===== config.mk =====
export PLATFORM = sky130hd
export DESIGN_NAME = sequence_player
export DESIGN_NICKNAME = d
export VERILOG_FILES = /design/src/rtl/simon_pkg.sv /design/src/rtl/phase_timer.sv /design/src/rtl/sequence_player.sv
export SDC_FILE = /design/constraint.sdc
export NUM_CORES = 1
export LEC_CHECK = 0
export BUFFER_PORTS_ARGS = -buffer_cell sky130_fd_sc_hd__buf_2
export CELL_PAD_IN_SITES_DETAIL_PLACEMENT = 1
export CELL_PAD_IN_SITES_GLOBAL_PLACEMENT = 2
export CORE_MARGIN = 2
export CORE_UTILIZATION = 34
export CTS_CLUSTER_DIAMETER = 200
export DETAILED_ROUTE_END_ITERATION = 10
export GPL_TIMING_DRIVEN = 0
export MAX_ROUTING_LAYER = met4
export PLACE_DENSITY_LB_ADDON = 0.2
export RECOVER_POWER = 50
export SLEW_MARGIN = 15
export SYNTH_ARGS = -nofsm -noshare
export SYNTH_HDL_FRONTEND = slang
export SYNTH_HIERARCHICAL = 1
export SYNTH_SLANG_ARGS = --single-unit
export TNS_END_PERCENT = 30

===== constraint.sdc =====
create_clock -name clk -period 3.3 [get_ports clk]
set_input_delay 0.33 -clock clk [delete_from_list [all_inputs] [get_ports clk]]
set_output_delay 0.33 -clock clk [all_outputs]
set_load 0.03 [all_outputs]

===== src/rtl/simon_pkg.sv =====
// Shared Simon definitions: widths, colour codes, LED decode and the player FSM encoding.
package simon_pkg;

  localparam int unsigned ADDR_W  = 4;
  localparam int unsigned COLOR_W = 2;
  localparam int unsigned LED_W   = 4;

  localparam logic [COLOR_W-1:0] GREEN  = 2'd0;
  localparam logic [COLOR_W-1:0] RED    = 2'd1;
  localparam logic [COLOR_W-1:0] YELLOW = 2'd2;
  localparam logic [COLOR_W-1:0] BLUE   = 2'd3;

  // Player FSM encoding, kept as plain constants so legacy blocks can share it.
  typedef logic [2:0] play_state_t;
  localparam play_state_t StIdle  = 3'd0;
  localparam play_state_t StFetch = 3'd1;
  localparam play_state_t StLatch = 3'd2;
  localparam play_state_t StOn    = 3'd3;
  localparam play_state_t StOff   = 3'd4;
  localparam play_state_t StDone  = 3'd5;

  // One LED per colour; the board wires green to bit 0 through blue to bit 3.
  function automatic logic [LED_W-1:0] color_onehot(input logic [COLOR_W-1:0] color);
    logic [LED_W-1:0] oh;
    oh = '0;
    case (color)
      GREEN:   oh = 4'b0001;
      RED:     oh = 4'b0010;
      YELLOW:  oh = 4'b0100;
      BLUE:    oh = 4'b1000;
      default: oh = '0;
    endcase
    return oh;
  endfunction

endpackage


===== src/rtl/phase_timer.sv =====
// Loadable down-counter shared by the LED on and off phases.
module phase_timer #(
  parameter int unsigned Width = 8
) (
  input  logic             clk,
  input  logic             reset,
  input  logic             load_i,
  input  logic [Width-1:0] load_val_i,
  output logic             expire_o
);

  logic [Width-1:0] count_q, count_d;

  // Load has priority; otherwise count down and park at zero.
  always_comb begin
    count_d = count_q;
    if (load_i) begin
      count_d = load_val_i;
    end else if (count_q != '0) begin
      count_d = count_q - Width'(1);
    end
  end

  // Counter register.
  always_ff @(posedge clk or posedge reset) begin
    if (reset) begin
      count_q <= '0;
    end else begin
      count_q <= count_d;
    end
  end

  // Fires in the last cycle of a phase so the next phase can load on the same edge.
  assign expire_o = (count_q == Width'(1));

endmodule


===== src/rtl/sequence_player.sv =====
// Plays the first round_len colours of the sequence memory on the LEDs, one on/off slot each.
module sequence_player
  import simon_pkg::*;
#(
  parameter int unsigned N          = 10,
  parameter int unsigned ON_CYCLES  = 25_000_000,
  parameter int unsigned OFF_CYCLES = 12_500_000
) (
  input  logic               clk,
  input  logic               reset,
  input  logic               seq_ready_i,
  input  logic               start_i,
  input  logic [ADDR_W-1:0]  round_len_i,
  output logic [ADDR_W-1:0]  rd_addr_o,
  input  logic [COLOR_W-1:0] rd_data_i,
  output logic [LED_W-1:0]   led_o,
  output logic               busy_o,
  output logic               done_o
);

  localparam int unsigned TimerMax = (ON_CYCLES > OFF_CYCLES) ? ON_CYCLES : OFF_CYCLES;
  localparam int unsigned TimerW   = $clog2(TimerMax + 1);
  localparam logic [ADDR_W-1:0] LenMax = ADDR_W'(N);

  play_state_t        state_q, state_d;
  logic [ADDR_W-1:0]  idx_q, idx_d;
  logic [ADDR_W-1:0]  len_q, len_d;
  logic [LED_W-1:0]   led_q, led_d;
  logic               busy_q, busy_d;
  logic               done_q, done_d;
  logic               timer_load;
  logic [TimerW-1:0]  timer_val;
  logic               timer_expire;

  phase_timer #(
    .Width (TimerW)
  ) u_phase_timer (
    .clk        (clk),
    .reset      (reset),
    .load_i     (timer_load),
    .load_val_i (timer_val),
    .expire_o   (timer_expire)
  );

  // Playback sequencing: fetch, latch colour, hold on, hold off, advance or finish.
  always_comb begin
    state_d    = state_q;
    idx_d      = idx_q;
    len_d      = len_q;
    led_d      = led_q;
    busy_d     = busy_q;
    done_d     = 1'b0;
    timer_load = 1'b0;
    timer_val  = '0;
    unique case (state_q)
      StIdle: begin
        if (start_i && seq_ready_i) begin
          busy_d  = 1'b1;
          idx_d   = '0;
          len_d   = (round_len_i > LenMax) ? LenMax : round_len_i;
          state_d = (round_len_i == '0) ? StDone : StFetch;
        end
      end
      StFetch: begin
        // Memory samples rd_addr on this edge; data is usable in LATCH.
        state_d = StLatch;
      end
      StLatch: begin
        led_d      = color_onehot(rd_data_i);
        timer_load = 1'b1;
        timer_val  = TimerW'(ON_CYCLES);
        state_d    = StOn;
      end
      StOn: begin
        if (timer_expire) begin
          led_d      = '0;
          timer_load = 1'b1;
          timer_val  = TimerW'(OFF_CYCLES);
          state_d    = StOff;
        end
      end
      StOff: begin
        if (timer_expire) begin
          if (idx_q == len_q - ADDR_W'(1)) begin
            busy_d  = 1'b0;
            done_d  = 1'b1;
            state_d = StDone;
          end else begin
            idx_d   = idx_q + ADDR_W'(1);
            state_d = StFetch;
          end
        end
      end
      StDone: begin
        // A zero-length round arrives here still busy and raises done one cycle late.
        if (busy_q) begin
          busy_d = 1'b0;
          done_d = 1'b1;
        end
        state_d = StIdle;
      end
      default: begin
        state_d = StIdle;
      end
    endcase
  end

  // State and registered outputs; reset darkens the LEDs immediately.
  always_ff @(posedge clk or posedge reset) begin
    if (reset) begin
      state_q <= StIdle;
      idx_q   <= '0;
      len_q   <= '0;
      led_q   <= '0;
      busy_q  <= 1'b0;
      done_q  <= 1'b0;
    end else begin
      state_q <= state_d;
      idx_q   <= idx_d;
      len_q   <= len_d;
      led_q   <= led_d;
      busy_q  <= busy_d;
      done_q  <= done_d;
    end
  end

  assign rd_addr_o = idx_q;
  assign led_o     = led_q;
  assign busy_o    = busy_q;
  assign done_o    = done_q;

endmodule


==> results of run 1 <==
layout make-up:
class / instances / area (sq um)
plain buffers: 11 / 75.1
clock buffers: 6 / 72.6
clock inverters: 2 / 37.5
fillers: 906 / 4520
inverters: 16 / 61.3
multi-input cells: 214 / 1510
flip-flops and latches: 42 / 1050
well taps: 102 / 128
repair buffers: 27 / 148
cell usage in the layout, fill, tap and decap left out, types with 5 or more instances in the layout:
master,n
sky130_fd_sc_hd__ha_1,5
sky130_fd_sc_hd__nand2_1,18
sky130_fd_sc_hd__nor4_4,5
sky130_fd_sc_hd__xnor2_1,9
sky130_fd_sc_hd__nor2_1,19
sky130_fd_sc_hd__o21ai_1,7
sky130_fd_sc_hd__nand3_1,9
sky130_fd_sc_hd__xor2_1,6
sky130_fd_sc_hd__buf_2,15
sky130_fd_sc_hd__dfrtp_1,42
sky130_fd_sc_hd__a21oi_1,22
sky130_fd_sc_hd__clkbuf_1,10
sky130_fd_sc_hd__buf_4,11
sky130_fd_sc_hd__nand4_1,7
sky130_fd_sc_hd__o21ai_0,19
sky130_fd_sc_hd__conb_1,8
sky130_fd_sc_hd__inv_1,13
sky130_fd_sc_hd__nor3_1,12
sky130_fd_sc_hd__clkbuf_8,5
metrics by stage:
step / utilization (%) / hold WS (ps) / setup slack (ps) / cell area, sq um
floorplan: - / 256 / 220 / 2650
global placement: 37.7 / 488 / -1230 / 2870
detailed placement: 37.8 / 493 / -1250 / 2870
CTS: 39.9 / 159 / 8.26 / 3040
global route: 40.6 / 180 / 34.5 / 3090
finish: 40.6 / 129 / 284 / 3090
worst max-delay path, stage by stage, from the launching register on:
cell and delay, ps:
sky130_fd_sc_hd__dfrtp_1 480, sky130_fd_sc_hd__nor4_4 360, sky130_fd_sc_hd__nand4_1 210, sky130_fd_sc_hd__nor3_4 270, sky130_fd_sc_hd__inv_1 130, sky130_fd_sc_hd__nor2_4 160, sky130_fd_sc_hd__or2_1 120, sky130_fd_sc_hd__buf_4 220
sky130_fd_sc_hd__clkinv_2 160, sky130_fd_sc_hd__nand2_1 120, sky130_fd_sc_hd__nor3_2 60, sky130_fd_sc_hd__buf_2 220, sky130_fd_sc_hd__a2111oi_2 370
routing by layer:
layer	vias up	track usage, %	part of all wire [%]
li1	1076	-	-
met5	-	-	0
met3	5	2.71	1.5
met4	0	4.85	1.2
met1	1144	27.1	52
met2	19	29.2	46
logic make-up (layout without fill, tap and decap cells):
family | after synthesis | count (layout) | share of synthesized area, %
buffers and inverters | 27 | 62 | 5.06
and+or+nand+nor | 105 | 105 | 26.0
muxes | 5 | 5 | 2.10
other | 1 | 8 | 0.143
adders and majority gates | 5 | 5 | 2.39
AOI/OAI and AO/OA | 75 | 75 | 18.3
xor gates and xnor gates | 16 | 16 | 5.88
DFF | 42 | 42 | 40.1
state kept, by name, indices dropped and copies added (netlist names):
name,count
u_phase_timer/count_q,25
len_q,4
done_o,1
rd_addr_o,4
busy_o,1
led_o,4
state_q,3
power groups by stage:
| stage | Clock, uW | Sequential [uW] | Combinational, uW |
|---|---|---|---|
| after detailed placement | 0 | 897 | 535 |
| after floorplan | 0 | 874 | 409 |
| final | 419 | 902 | 556 |
| after global placement | 0 | 889 | 518 |
| after global routing | 454 | 931 | 627 |
| after CTS | 436 | 892 | 547 |
worst max path at each step:
stage,slack [ps],end,cells past startpoint,from
after CTS,8,u_phase_timer/count_q[5],12,u_phase_timer/count_q[21]
after global routing,30,u_phase_timer/count_q[5],12,u_phase_timer/count_q[21]
after global placement,-1230,u_phase_timer/count_q[5],12,u_phase_timer/count_q[21]
final,280,u_phase_timer/count_q[5],12,u_phase_timer/count_q[21]
after detailed placement,-1250,u_phase_timer/count_q[5],12,u_phase_timer/count_q[21]
after floorplan,220,u_phase_timer/count_q[5],12,u_phase_timer/count_q[4]
what timing repair did:
action | in CTS | in global routing
pin swaps | 4 | 3
gates resized for setup | 8 | 3
endpoints found under the setup margin | 29 | 18
setup buffers | 3 | 5
==> metrics.md, run 1 <==
| Metric | Value |
|---|---|
| Status | `completed` |
| Max Slew Vio Count | `0` |
| Total net switching power | `approximately 730 uW` |
| Total clock sinks | `42` |
| Final hold violations | `0` |
| Crit start category | `register` |
| H-Tree Level Count | `2` |
| Pin count of the biggest net entering global routing | `26` |
| Maximum root-to-sink buffer count | `2` |
| Max frequency | `about 330 MHz` |
| FF+latch count, synth | `42` |
| Aggregate routed wire length | `~7000 um` |
| Net switching fraction of the power | `about two fifths` |
| Drt wl/cell | `around 17 um` |
| Number of distinct library cell variants in the gate-level netlist after synthesis | `64` |
| Number of nets in the layout | `approximately 330` |
| Maximum ir drop on the vdd rail | `about 210 uV` |
| Capture point of the worst reg-to-reg path | `u_phase_timer/count_q[5]` |
| Count of vias placed by the detailed router | `2244` |
| Data arrival time of the worst path | `roughly 3200 ps` |
| Final number of setup-violating endpoints | `0` |
| Fraction of synthesized cell area taken by the top area cell type | `roughly two fifths` |
| Number of nets still failing antenna checks after routing | `0` |
| Length of the first detailed-routing pass in iterations | `4` |
| Internal power of the cells | `roughly 1100 uW` |
| Worst hold path class | `input pin to asynchronous set/reset pin` |
| Remaining max-slew budget at the tightest pin | `32.1%` |
| Half-perimeter wire length after placement | `4970 um` |
| Number of vias per cell after detailed routing | `roughly 5.3` |
| Post-route setup TNS | `0 ps` |
| Clock tree from TritonCTS | `built` |
| Fraction of layout instances using a drive strength above 1 | `23.3%` |
| GRT Residual Overflow | `0` |
| Mean instance size in the synthesized netlist | `9.49 sq um` |
| Global-route wire length before repair | `12300 um` |
| R2R depth | `12` |
| Worst setup skew after layout | `about 13 ps` |
| Number of buffers created by CTS | `5` |
| GR Util All Layers | `approximately a fifth` |
| Die area | `between 8000 and 9000 sq um` |
| Most used standard cells in the synthesized netlist | `42 x sky130_fd_sc_hd__dfrtp_1, 22 x sky130_fd_sc_hd__a21oi_1, 20 x sky130_fd_sc_hd__nor2_1` |
| I/O pin count | `20` |
| Kind of end point of the critical path | `register` |
| Launch point of the worst reg-to-reg path | `u_phase_timer/count_q[21]` |
| Seq pwr share | `48.1%` |
| Die width | `between 90 and 100 um` |
| I/O Buffers | `19` |
| Core area | `7610 sq um` |
| 1st-iter DRT viols | `92` |
| Initial antenna violation count | `0` |
| Number of non-filler instances in the completed layout | `between 400 and 500` |
| Diodes inserted | `0` |
| Cell area power density | `just over 600 nW/um^2` |
| Drt drc | `0` |
| Cell Area, Synth | `2620 sq um` |
| Clock transition at the registers of the reported paths | `approximately 90 ps` |
| Part of the total power dissipated in the clock network | `between 20% and 30%` |
| Die outline height | `about 92 um` |
| Sum of internal, switching and leakage power | `approximately 1900 uW` |
| Cell accounting for the most synthesized area | `sky130_fd_sc_hd__dfrtp_1` |
| Synth-to-layout area growth | `17.8%` |
| Warnings from Yosys | `6` |
| Sequential element share of the synthesized area | `between 40% and 50%` |
| Largest cells by area after synthesis | `sky130_fd_sc_hd__dfrtp_1 40%, sky130_fd_sc_hd__a21oi_1 4.2%, sky130_fd_sc_hd__o21ai_0 3.6%` |
| Async S/R FF share, synth | `100%` |
| Reg-to-reg slack, setup | `approximately 280 ps` |
| Worst slew pin tran | `slightly above 1000 ps` |
| Starting utilization of the core area | `roughly 34%` |
| Last weighted congestion value of the routability-driven placer | `a little over 0.8` |
| Clock tree root buffer cell | `sky130_fd_sc_hd__clkbuf_8` |
| Via count of the first global-routing pass | `between 2000 and 2500` |
| Cell leakage power | `~0.0012 uW` |
| Placed cells | `404` |
| Worst-path fanout max | `14` |
| Later-pin clock latency in the skew report | `~310 ps` |
| Most frequently used flop master after synthesis | `sky130_fd_sc_hd__dfrtp_1` |
| Crit path time final | `3020 ps` |
| Period utilisation layout | `approximately nine tenths` |
| Max capacitance violation total | `0` |
| Classification of the worst setup path | `register to register` |
| Worst path required time | `roughly 3500 ps` |
| FP Rows | `32` |
| Most frequently used cell type in the post-synthesis netlist | `sky130_fd_sc_hd__dfrtp_1` |
| Proportion of power drawn by combinational gates | `between 20 and 30%` |
| Synthesized instance count | `276` |
| Count of flip-flops with a built-in enable after synthesis | `0` |
| Number of hold-repair buffers added at the cts stage | `0` |
| RSZ-0062 raised after global routing | `no` |
Power figures use the tool's default switching activity.
==> run 2, diff against run 1 <==
--- a/config.mk
+++ b/config.mk
@@ -9,7 +9,7 @@
 export CELL_PAD_IN_SITES_DETAIL_PLACEMENT = 1
 export CELL_PAD_IN_SITES_GLOBAL_PLACEMENT = 2
 export CORE_MARGIN = 2
-export CORE_UTILIZATION = 34
+export CORE_UTILIZATION = 40
 export CTS_CLUSTER_DIAMETER = 200
 export DETAILED_ROUTE_END_ITERATION = 10
 export GPL_TIMING_DRIVEN = 0
@@ -19,6 +19,5 @@
 export SLEW_MARGIN = 15
 export SYNTH_ARGS = -nofsm -noshare
 export SYNTH_HDL_FRONTEND = slang
-export SYNTH_HIERARCHICAL = 1
 export SYNTH_SLANG_ARGS = --single-unit
 export TNS_END_PERCENT = 30
==> constraint.sdc (replaced) <==
create_clock -name clk -period 3.49 [get_ports clk]
set_input_delay 0.349 -clock clk [delete_from_list [all_inputs] [get_ports clk]]
set_output_delay 0.349 -clock clk [all_outputs]
set_load 0.03 [all_outputs]
==> run 2 against run 1 <==
  * Clock skew is 3.0 ps lower
  * Synthesized cell count is 5.8% lower
  * Global-route usage is 2.4 points higher
  * Fmax is 18% higher
  * Sequential power is 15% lower
  * Wire length is 12% lower
  * Die area is 20% lower
  * Core utilization is 5.2 points higher
  * Final area is 12% lower
  * Flip-flop and latch count stayed put
  * Largest power group unchanged
==> metrics.md, run 2 <==
| Metric | Value |
|---|---|
| Largest family of logic cells by synthesized area | `simple AND/OR/NAND/NOR gates` |
| Maximum ir drop on the vdd rail | `225 uV (+8.0%)` |
| Internal power of the cells | `926 uW (-19%)` |
| Die width | `82.1 um (-11%)` |
| Data arrival time of the worst path | `2770 ps (-440 ps)` |
| Fin worst setup slack | `931 ps (+647 ps)` |
| Number of nets still failing antenna checks after routing | `0 (unchanged)` |
| Stages on the worst setup path | `6 (-6)` |
| FF+latch count, synth | `42 (unchanged)` |
| Number of hold-repair buffers added at the cts stage | `0 (unchanged)` |
| Maximum root-to-sink buffer count | `2 (unchanged)` |
| Number of nets in the layout | `302 (-9.0%)` |
| GR Util All Layers | `21.5% (+2.4 points)` |
| GRT Residual Overflow | `0 (unchanged)` |
| Cell accounting for the most synthesized area | `sky130_fd_sc_hd__dfrtp_1` |
| Number of fill cells in the layout | `704 (-22%)` |
| Sequential element share of the synthesized area | `43.1% (+3.0 points)` |
| Core area | `5920 sq um (-22%)` |
| Initial antenna violation count | `0 (unchanged)` |
| Drt wl/cell | `17.3 um (+1.2%)` |
| Clock transition at the registers of the reported paths | `90 ps (about the same)` |
| 1st-iter DRT viols | `83 (-9.8%)` |
| Cell area power density | `549 nW/um^2 (-9.8%)` |
| Net switching fraction of the power | `37.7% (-1.3 points)` |
| Number of vias per cell after detailed routing | `5.84 (+9.3%)` |
| Starting utilization of the core area | `41.2% (+6.7 points)` |
| Crit path time final | `2560 ps (-457 ps)` |
| Fin area | `2710 sq um (-12%)` |
| Cell area after placement | `2650 sq um (-7.9%)` |
| Worst-path fanout max | `10 (-4)` |
| Compound-gate portion of the synthesized area | `16.1% (-2.2 points)` |
| Most used standard cells in the synthesized netlist | `42 x sky130_fd_sc_hd__dfrtp_1, 26 x sky130_fd_sc_hd__nand2_1, 16 x sky130_fd_sc_hd__nor3_1` |
| Fraction of the mapped netlist area in adder cells | `2.57% (+0.18 points)` |
| Seq pwr share | `51.4% (+3.3 points)` |
| Crit start category | `register` |
| Max reg flops | `25 (unchanged)` |
| Drt drc | `0 (unchanged)` |
| Final hold violations | `0 (unchanged)` |
| Final number of setup-violating endpoints | `0 (unchanged)` |
| Crit-path cells | `nor4_2, nand3_1, clkbuf_1, a311oi_2, a31oi_1, nor3_1` |
| Critical path capture point | `rd_addr_o[2]` |
| Cell class contributing the biggest share of worst-path delay | `compound AO/OA/AOI/OAI gates` |
| Number of distinct library cell variants in the gate-level netlist after synthesis | `49 (-23%)` |
| Die outline height | `82.1 um (-11%)` |
| Fraction of synthesized cell area taken by the top area cell type | `43.1% (+3.0 points)` |
| Diodes inserted | `0 (unchanged)` |
| Max capacitance violation total | `0 (unchanged)` |
| Total net switching power | `560 uW (-23%)` |
| R2R depth | `6 (-6)` |
| Worst path required time | `3700 ps (+210 ps)` |
| Clock tree root buffer cell | `sky130_fd_sc_hd__clkbuf_8` |
| Launch point of the worst path | `u_phase_timer.count_q[5]` |
| I/O Buffers | `19 (unchanged)` |
| Pre-CTS setup slack | `945 ps (+2200 ps)` |
| Max frequency | `391 MHz (+18%)` |
| # resized after CTS | `0 (-8)` |
| Launch point of the worst reg-to-reg path | `u_phase_timer.count_q[5]` |
| Worst setup skew after layout | `10.4 ps (-2.99 ps)` |
| Post-route setup TNS | `0 ps (unchanged)` |
| Proportion of power drawn by combinational gates | `27.1% (-2.5 points)` |
| Max Slew Vio Count | `0 (unchanged)` |
| Routed metal-1 wirelength | `3010 um (-19%)` |
| Last weighted congestion value of the routability-driven placer | `0.879 (+9.0%)` |
| Worst hold path class | `input pin to asynchronous set/reset pin` |
| Most frequently used flop master after synthesis | `sky130_fd_sc_hd__dfrtp_1` |
| Part of the total power dissipated in the clock network | `21.5% (-0.8 points)` |
| Later-pin clock latency in the skew report | `300 ps (about the same)` |
| Fraction of layout instances using a drive strength above 1 | `12.5% (-11 points)` |
| Clock tree from TritonCTS | `built` |
| Most common library cell in the layout ignoring fill and taps | `sky130_fd_sc_hd__dfrtp_1` |
| Async S/R FF share, synth | `100% (unchanged)` |
| Worst slew pin tran | `1400 ps (+388 ps)` |
| Register ranked first by flip-flop count | `u_phase_timer.count_q` |
| Count of vias placed by the detailed router | `2120 (-5.5%)` |
| Met3 wirelength from detailed routing | `88 um (-19%)` |
| Total clock sinks | `42 (unchanged)` |
| Post-synthesis share of cell area spent on and, or, nand and nor gates | `27.4% (+1.4 points)` |
| RSZ-0062 raised after global routing | `no` |
| Remaining max-slew budget at the tightest pin | `6.63% (-25 points)` |
| Classification of the worst setup path | `register to register` |
| Global-route wire length before repair | `10500 um (-14%)` |
| Capture point of the worst reg-to-reg path | `rd_addr_o[2]` |
| Status | `completed` |
| Mean instance size in the synthesized netlist | `9.37 sq um (-1.2%)` |
| Worst Path Buf+Inv | `1 (-3)` |
| Reg-to-reg slack, setup | `930 ps (+650 ps)` |
| Synth-to-layout area growth | `11.2%` |
| Most frequently used cell type in the post-synthesis netlist | `sky130_fd_sc_hd__dfrtp_1` |
| Cell leakage power | `0.00106 uW (-14%)` |
| Die area | `6730 sq um (-20%)` |
| Number of buffers created by CTS | `5 (unchanged)` |
| Share of synthesized area spent on multiplexers | `0.924% (-1.2 points)` |
| Warnings from Yosys | `0 (-6)` |
| I/O pin count | `20 (unchanged)` |
| Net count after synthesis | `275` |
| XOR/XNOR share of the synthesized area | `6.83% (+0.95 points)` |
| Via count of the first global-routing pass | `2090 (-9.7%)` |
| Period utilisation layout | `73.3% (-18 points)` |
| Aggregate routed wire length | `6290 um (-12%)` |
| Slowest CP cell | `sky130_fd_sc_hd__a311oi_2` |
| FP Rows | `28 (-13%)` |
| Post-CTS Repair Setup Buffers | `0 (-3)` |
| Synthesized instance count | `260 (-5.8%)` |
| Uppermost metal layer occupied by signal nets | `met4` |
| Highest cell delay on the worst timing path | `680 ps (+200 ps)` |
| Half-perimeter wire length after placement | `4640 um (-6.5%)` |
| Total length of routed met2 wires | `3100 um (-5.4%)` |
| Pin count of the biggest net entering global routing | `26 (unchanged)` |
| H-Tree Level Count | `2 (unchanged)` |
| Leading cell types in the layout, fill and taps excluded | `42 x sky130_fd_sc_hd__dfrtp_1, 26 x sky130_fd_sc_hd__nand2_1, 16 x sky130_fd_sc_hd__nor3_1` |
| Length of the first detailed-routing pass in iterations | `4 (unchanged)` |
| Count of flip-flops with a built-in enable after synthesis | `0 (unchanged)` |
| Largest cells by area after synthesis | `sky130_fd_sc_hd__dfrtp_1 43%, sky130_fd_sc_hd__nand2_1 4.0%, sky130_fd_sc_hd__xor2_1 4.0%` |
| Cell Area, Synth | `2440 sq um (-6.9%)` |
| Kind of end point of the critical path | `register` |
-- run 2: changes by cell type in the layout (fill, tap and decap cells not counted), moves of 6 or more --
cell,change
sky130_fd_sc_hd__a21oi_1,-8
sky130_fd_sc_hd__nand2_1,+8
sky130_fd_sc_hd__buf_4,-11
sky130_fd_sc_hd__o21ai_1,-6
sky130_fd_sc_hd__or4_1,+7
sky130_fd_sc_hd__conb_1,-8
-- run 2: worst register-to-register path: cells and delay by family, from the launching register on --
kind                   cells  cell delay (ps)
flip-flops                 1              460
AO/OA/AOI/OAI              2              870
AND/OR/NAND/NOR            3              840
buffers and inverters      1              310
-- run 2: metrics by stage --
step           util (%)  hold slack, ps  std cells  power (uW)
2_1_floorplan         -             451        260        1050
3_3_place_gp       44.4             459        354        1160
3_5_place_dp       44.7             388        355        1180
4_1_cts            46.2            54.1        363        1510
5_1_grt            45.8             222        363        1590
6_report           45.8             163        363        1490
-- run 2: kinds of logic after synthesis --
logic type,Yosys count
AOI/OAI and AO/OA,57
adders and majority gates,5
and+or+nand+nor,119
xor gates and xnor gates,19
DFF,42
buffers and inverters,16
muxes,2
-- run 2: worst min path at each step --
stage	cells past startpoint	slack [ps]	endpoint
4_1_cts	2	50	u_phase_timer.count_q[7]
2_1_floorplan	1	450	led_o[0]
3_3_place_gp	2	460	led_o[0]
5_1_grt	2	220	u_phase_timer.count_q[7]
6_report	2	160	u_phase_timer.count_q[7]
3_5_place_dp	2	390	len_q[2]
-- run 2: final cells by class --
class	instances	area, sq um	share of cell area (%)
sequential	42	1050	38.8
clock inverter	2	13.8	0.508
inverter	8	30.0	1.11
buffer	8	45.0	1.66
multi-input combinational	202	1310	48.4
tap	75	93.8	3.46
timing repair buffer	20	92.6	3.42
clock buffer	6	72.6	2.68
-- run 2: power groups by stage --
stage	sequential, uW	combinational, uW	clock [uW]
2_1_floorplan	766	283	0
4_1_cts	763	414	331
3_3_place_gp	766	396	0
6_report	764	403	320
5_1_grt	787	458	350
3_5_place_dp	772	412	0
-- run 2: metal layers --
layer / vias to the layer above / track usage, %
li1: 1016 / -
met1: 1083 / 27.9
met2: 15 / 35.4
met3: 6 / 2.97
met4: 0 / 6.17
met5: - / -
==> run 3, diff against run 2 <==
--- a/config.mk
+++ b/config.mk
@@ -9,7 +9,7 @@
 export CELL_PAD_IN_SITES_DETAIL_PLACEMENT = 1
 export CELL_PAD_IN_SITES_GLOBAL_PLACEMENT = 2
 export CORE_MARGIN = 2
-export CORE_UTILIZATION = 40
+export CORE_UTILIZATION = 34
 export CTS_CLUSTER_DIAMETER = 200
 export DETAILED_ROUTE_END_ITERATION = 10
 export GPL_TIMING_DRIVEN = 0
==> constraint.sdc (replaced) <==
create_clock -name clk -period 2.2 [get_ports clk]
set_input_delay 0.22 -clock clk [delete_from_list [all_inputs] [get_ports clk]]
set_output_delay 0.22 -clock clk [all_outputs]
set_load 0.03 [all_outputs]
==> run 3 against run 2 <==
  * The flow now finishes with violations (negative setup slack)
  * Clock power increased by 87%
  * Die area increased by 17%
  * Sequential power increased by 66%
  * Critical endpoint is now u_phase_timer.count_q[15]
  * First-iteration DRC count decreased by 1.2%
  * Core utilization decreased by 2.0 points
  * Total power increased by 76%
  * Non-clock buffer count increased by 8
==> metrics.md, run 3 (synthesized netlist as in run 2, its figures left out) <==
| Metric | Value |
|---|---|
| Aggregate routed wire length | `6790 um (+8.0%)` |
| Fraction of layout instances using a drive strength above 1 | `27.3% (+15 points)` |
| Global-route wire length before repair | `11300 um (+8.1%)` |
| Most used cell, CP | `sky130_fd_sc_hd__or3_4` |
| Length of the first detailed-routing pass in iterations | `4 (unchanged)` |
| I/O pin count | `20 (unchanged)` |
| Drt wl/cell | `17.3 um (-0.21%)` |
| Diodes inserted | `0 (unchanged)` |
| Max frequency | `450 MHz (+15%)` |
| 1st-iter DRT viols | `82 (-1.2%)` |
| Post-route setup TNS | `-28.5 ps (-28.5 ps)` |
| Initial antenna violation count | `0 (unchanged)` |
| Final number of setup-violating endpoints | `2 (+2)` |
| I/O Buffers | `19 (unchanged)` |
| Status | `finished, violations left` |
| Last weighted congestion value of the routability-driven placer | `0.805 (-8.5%)` |
| Die outline height | `88.7 um (+8.0%)` |
| H-Tree Level Count | `2 (unchanged)` |
| Half-perimeter wire length after placement | `4790 um (+3.2%)` |
| Starting utilization of the core area | `35.5% (-5.7 points)` |
| GR Util All Layers | `19.3% (-2.3 points)` |
| Most common library cell in the layout ignoring fill and taps | `sky130_fd_sc_hd__dfrtp_1` |
| Number of vias per cell after detailed routing | `5.41 (-7.4%)` |
| Die area | `7860 sq um (+17%)` |
| Number of nets still failing antenna checks after routing | `0 (unchanged)` |
| Total net switching power | `985 uW (+76%)` |
| Worst slew pin tran | `741 ps (-659 ps)` |
| Count of vias placed by the detailed router | `2125 (+0.24%)` |
| Number of nets in the layout | `311 (+3.0%)` |
| Remaining max-slew budget at the tightest pin | `50.6% (+44 points)` |
| Violations in the final reports | `negative setup slack` |
| Reg area | `1050 sq um (+0.36%)` |
| Internal power of the cells | `1630 uW (+76%)` |
| Number of fill cells in the layout | `784 (+11%)` |
| Drt drc | `0 (unchanged)` |
| Worst setup skew after layout | `9.70 ps (-0.724 ps)` |
| Final hold violations | `0 (unchanged)` |
| Clock tree root buffer cell | `sky130_fd_sc_hd__clkbuf_8` |
| Highest cell delay on the worst timing path | `570 ps (-110 ps)` |
| Later-pin clock latency in the skew report | `300 ps (about the same)` |
| Maximum root-to-sink buffer count | `2 (unchanged)` |
| Via count of the first global-routing pass | `2264 (+8.3%)` |
| Kind of end point of the critical path | `register` |
| Leading cell types in the layout, fill and taps excluded | `39 x sky130_fd_sc_hd__dfrtp_1, 25 x sky130_fd_sc_hd__nand2_1, 19 x sky130_fd_sc_hd__buf_2` |
| Seq pwr share | `48.4% (-3.0 points)` |
| Core area | `6870 sq um (+16%)` |
| Cell area power density | `872 nW/um^2 (+59%)` |
| Number of buffers created by CTS | `5 (unchanged)` |
| Data arrival time of the worst path | `2400 ps (-370 ps)` |
| Maximum ir drop on the vdd rail | `305 uV (+35%)` |
| Total clock sinks | `42 (unchanged)` |
| Synth-to-layout area growth | `23.3%` |
| Max capacitance violation total | `0 (unchanged)` |
| Fin worst setup slack | `-23.1 ps (-954 ps)` |
| Area of combinational cells with multiple inputs | `1460 sq um (+12%)` |
| FP Rows | `30 (+7.1%)` |
| Pin count of the biggest net entering global routing | `29 (+12%)` |
| Worst hold path class | `input pin to register` |
| Max reg flops | `25 (unchanged)` |
| Pre-CTS setup slack | `-323 ps (-1270 ps)` |
| Net switching fraction of the power | `37.6% (-0.078 points)` |
| Proportion of power drawn by combinational gates | `28.8% (+1.7 points)` |
| Register ranked first by flip-flop count | `u_phase_timer.count_q` |
| Classification of the worst setup path | `register to register` |
| RSZ-0062 raised after global routing | `yes` |
| Worst-path fanout max | `7 (-3)` |
| Clock transition at the registers of the reported paths | `80 ps (about the same)` |
| Worst path required time | `2380 ps (-1320 ps)` |
| Crit path time final | `2220 ps (-336 ps)` |
| Period utilisation layout | `101% (+28 points)` |
| Clock tree from TritonCTS | `built` |
| Part of the total power dissipated in the clock network | `22.8% (+1.3 points)` |
| Slowest CP cell | `sky130_fd_sc_hd__or4_4` |
| Crit-path cells | `or4_4, or3_4, or3_4, buf_6, a211oi_4, a21oi_1` |
| Die width | `88.7 um (+8.0%)` |
| Crit start category | `register` |
| Max Slew Vio Count | `0 (unchanged)` |
| GRT Residual Overflow | `0 (unchanged)` |
| Cell leakage power | `0.00118 uW (+11%)` |
## run 3: changes by cell type in the layout (fill, tap and decap cells not counted), moves of 3 or more
cell and change:
sky130_fd_sc_hd__clkbuf_1 -12, sky130_fd_sc_hd__buf_4 +11, sky130_fd_sc_hd__buf_2 +5, sky130_fd_sc_hd__nor3_1 -4, sky130_fd_sc_hd__clkbuf_8 +3, sky130_fd_sc_hd__dfrtp_1 -3, sky130_fd_sc_hd__dfrtp_2 +3, sky130_fd_sc_hd__nand3_1 -3
sky130_fd_sc_hd__nand3_2 +3
## run 3: worst max-delay path, delay by kind of cell (launching register included)
family | cells | cell delay (ps)
AO/OA/AOI/OAI | 2 | 240
flip-flops | 1 | 400
AND/OR/NAND/NOR | 3 | 1320
buffers and inverters | 1 | 150
## run 3: power groups by stage
| stage | Clock, uW | Combinational, uW | Sequential, uW |
|---|---|---|---|
| 2_1_floorplan | 0 | 452 | 1220 |
| 3_3_place_gp | 0 | 636 | 1230 |
| 3_5_place_dp | 0 | 658 | 1240 |
| 4_1_cts | 618 | 719 | 1240 |
| 5_1_grt | 650 | 844 | 1310 |
| 6_report | 598 | 754 | 1270 |
## run 3: final timing paths
| path | startpoint | endpoint | slack [ps] | depth (start not counted) |
|---|---|---|---|---|
| setup / recovery | u_phase_timer.count_q[18] | u_phase_timer.count_q[15] | -20 | 6 |
| hold / removal | rd_data_i[0] | led_o[0] | 130 | 2 |
| setup reg to reg | u_phase_timer.count_q[18] | u_phase_timer.count_q[15] | -20 | 6 |
| hold reg to reg | led_o[1] | led_o[1] | 490 | 2 |
| max in group asynchronous | reset | state_q[2] | 540 | 4 |
| min in group asynchronous | reset | u_phase_timer.count_q[5] | 520 | 3 |
## run 3: final cells by class
type | count | area share, %
plain buffers | 4 | 0.999
clock buffers | 8 | 3.66
inverters | 8 | 0.999
multi-input cells | 203 | 48.7
flip-flops and latches | 42 | 35.1
well taps | 96 | 4.00
repair buffers | 32 | 6.54
## run 3: what timing repair did
action,in CTS,in global routing
endpoints found under the hold margin,14,0
pin swaps,5,7
cloned,0,1
gates resized for setup,18,19
setup endpoints to repair,35,38
hold buffers,1,0
buffers inserted,6,5
## run 3: stage by stage
step | std cells | power (uW) | utilization (%) | hold slack [ps] | area (sq um)
6_report | 393 | 2620 | 43.8 | 134 | 3010
4_1_cts | 388 | 2580 | 42.3 | 128 | 2910
2_1_floorplan | 260 | 1670 | - | 322 | 2440
3_5_place_dp | 376 | 1900 | 39.0 | 220 | 2680
3_3_place_gp | 375 | 1860 | 38.7 | 444 | 2660
5_1_grt | 393 | 2800 | 43.8 | 142 | 3010
## run 3: metal layers
metal  track usage (%)  part of all wire (%)  up-vias
li1                  -                     -     1036
met1              24.5                    47     1062
met2              32.4                    50       21
met3              2.80                   2.0        6
met4              4.41                  0.97        0
met5                 -                     0        -
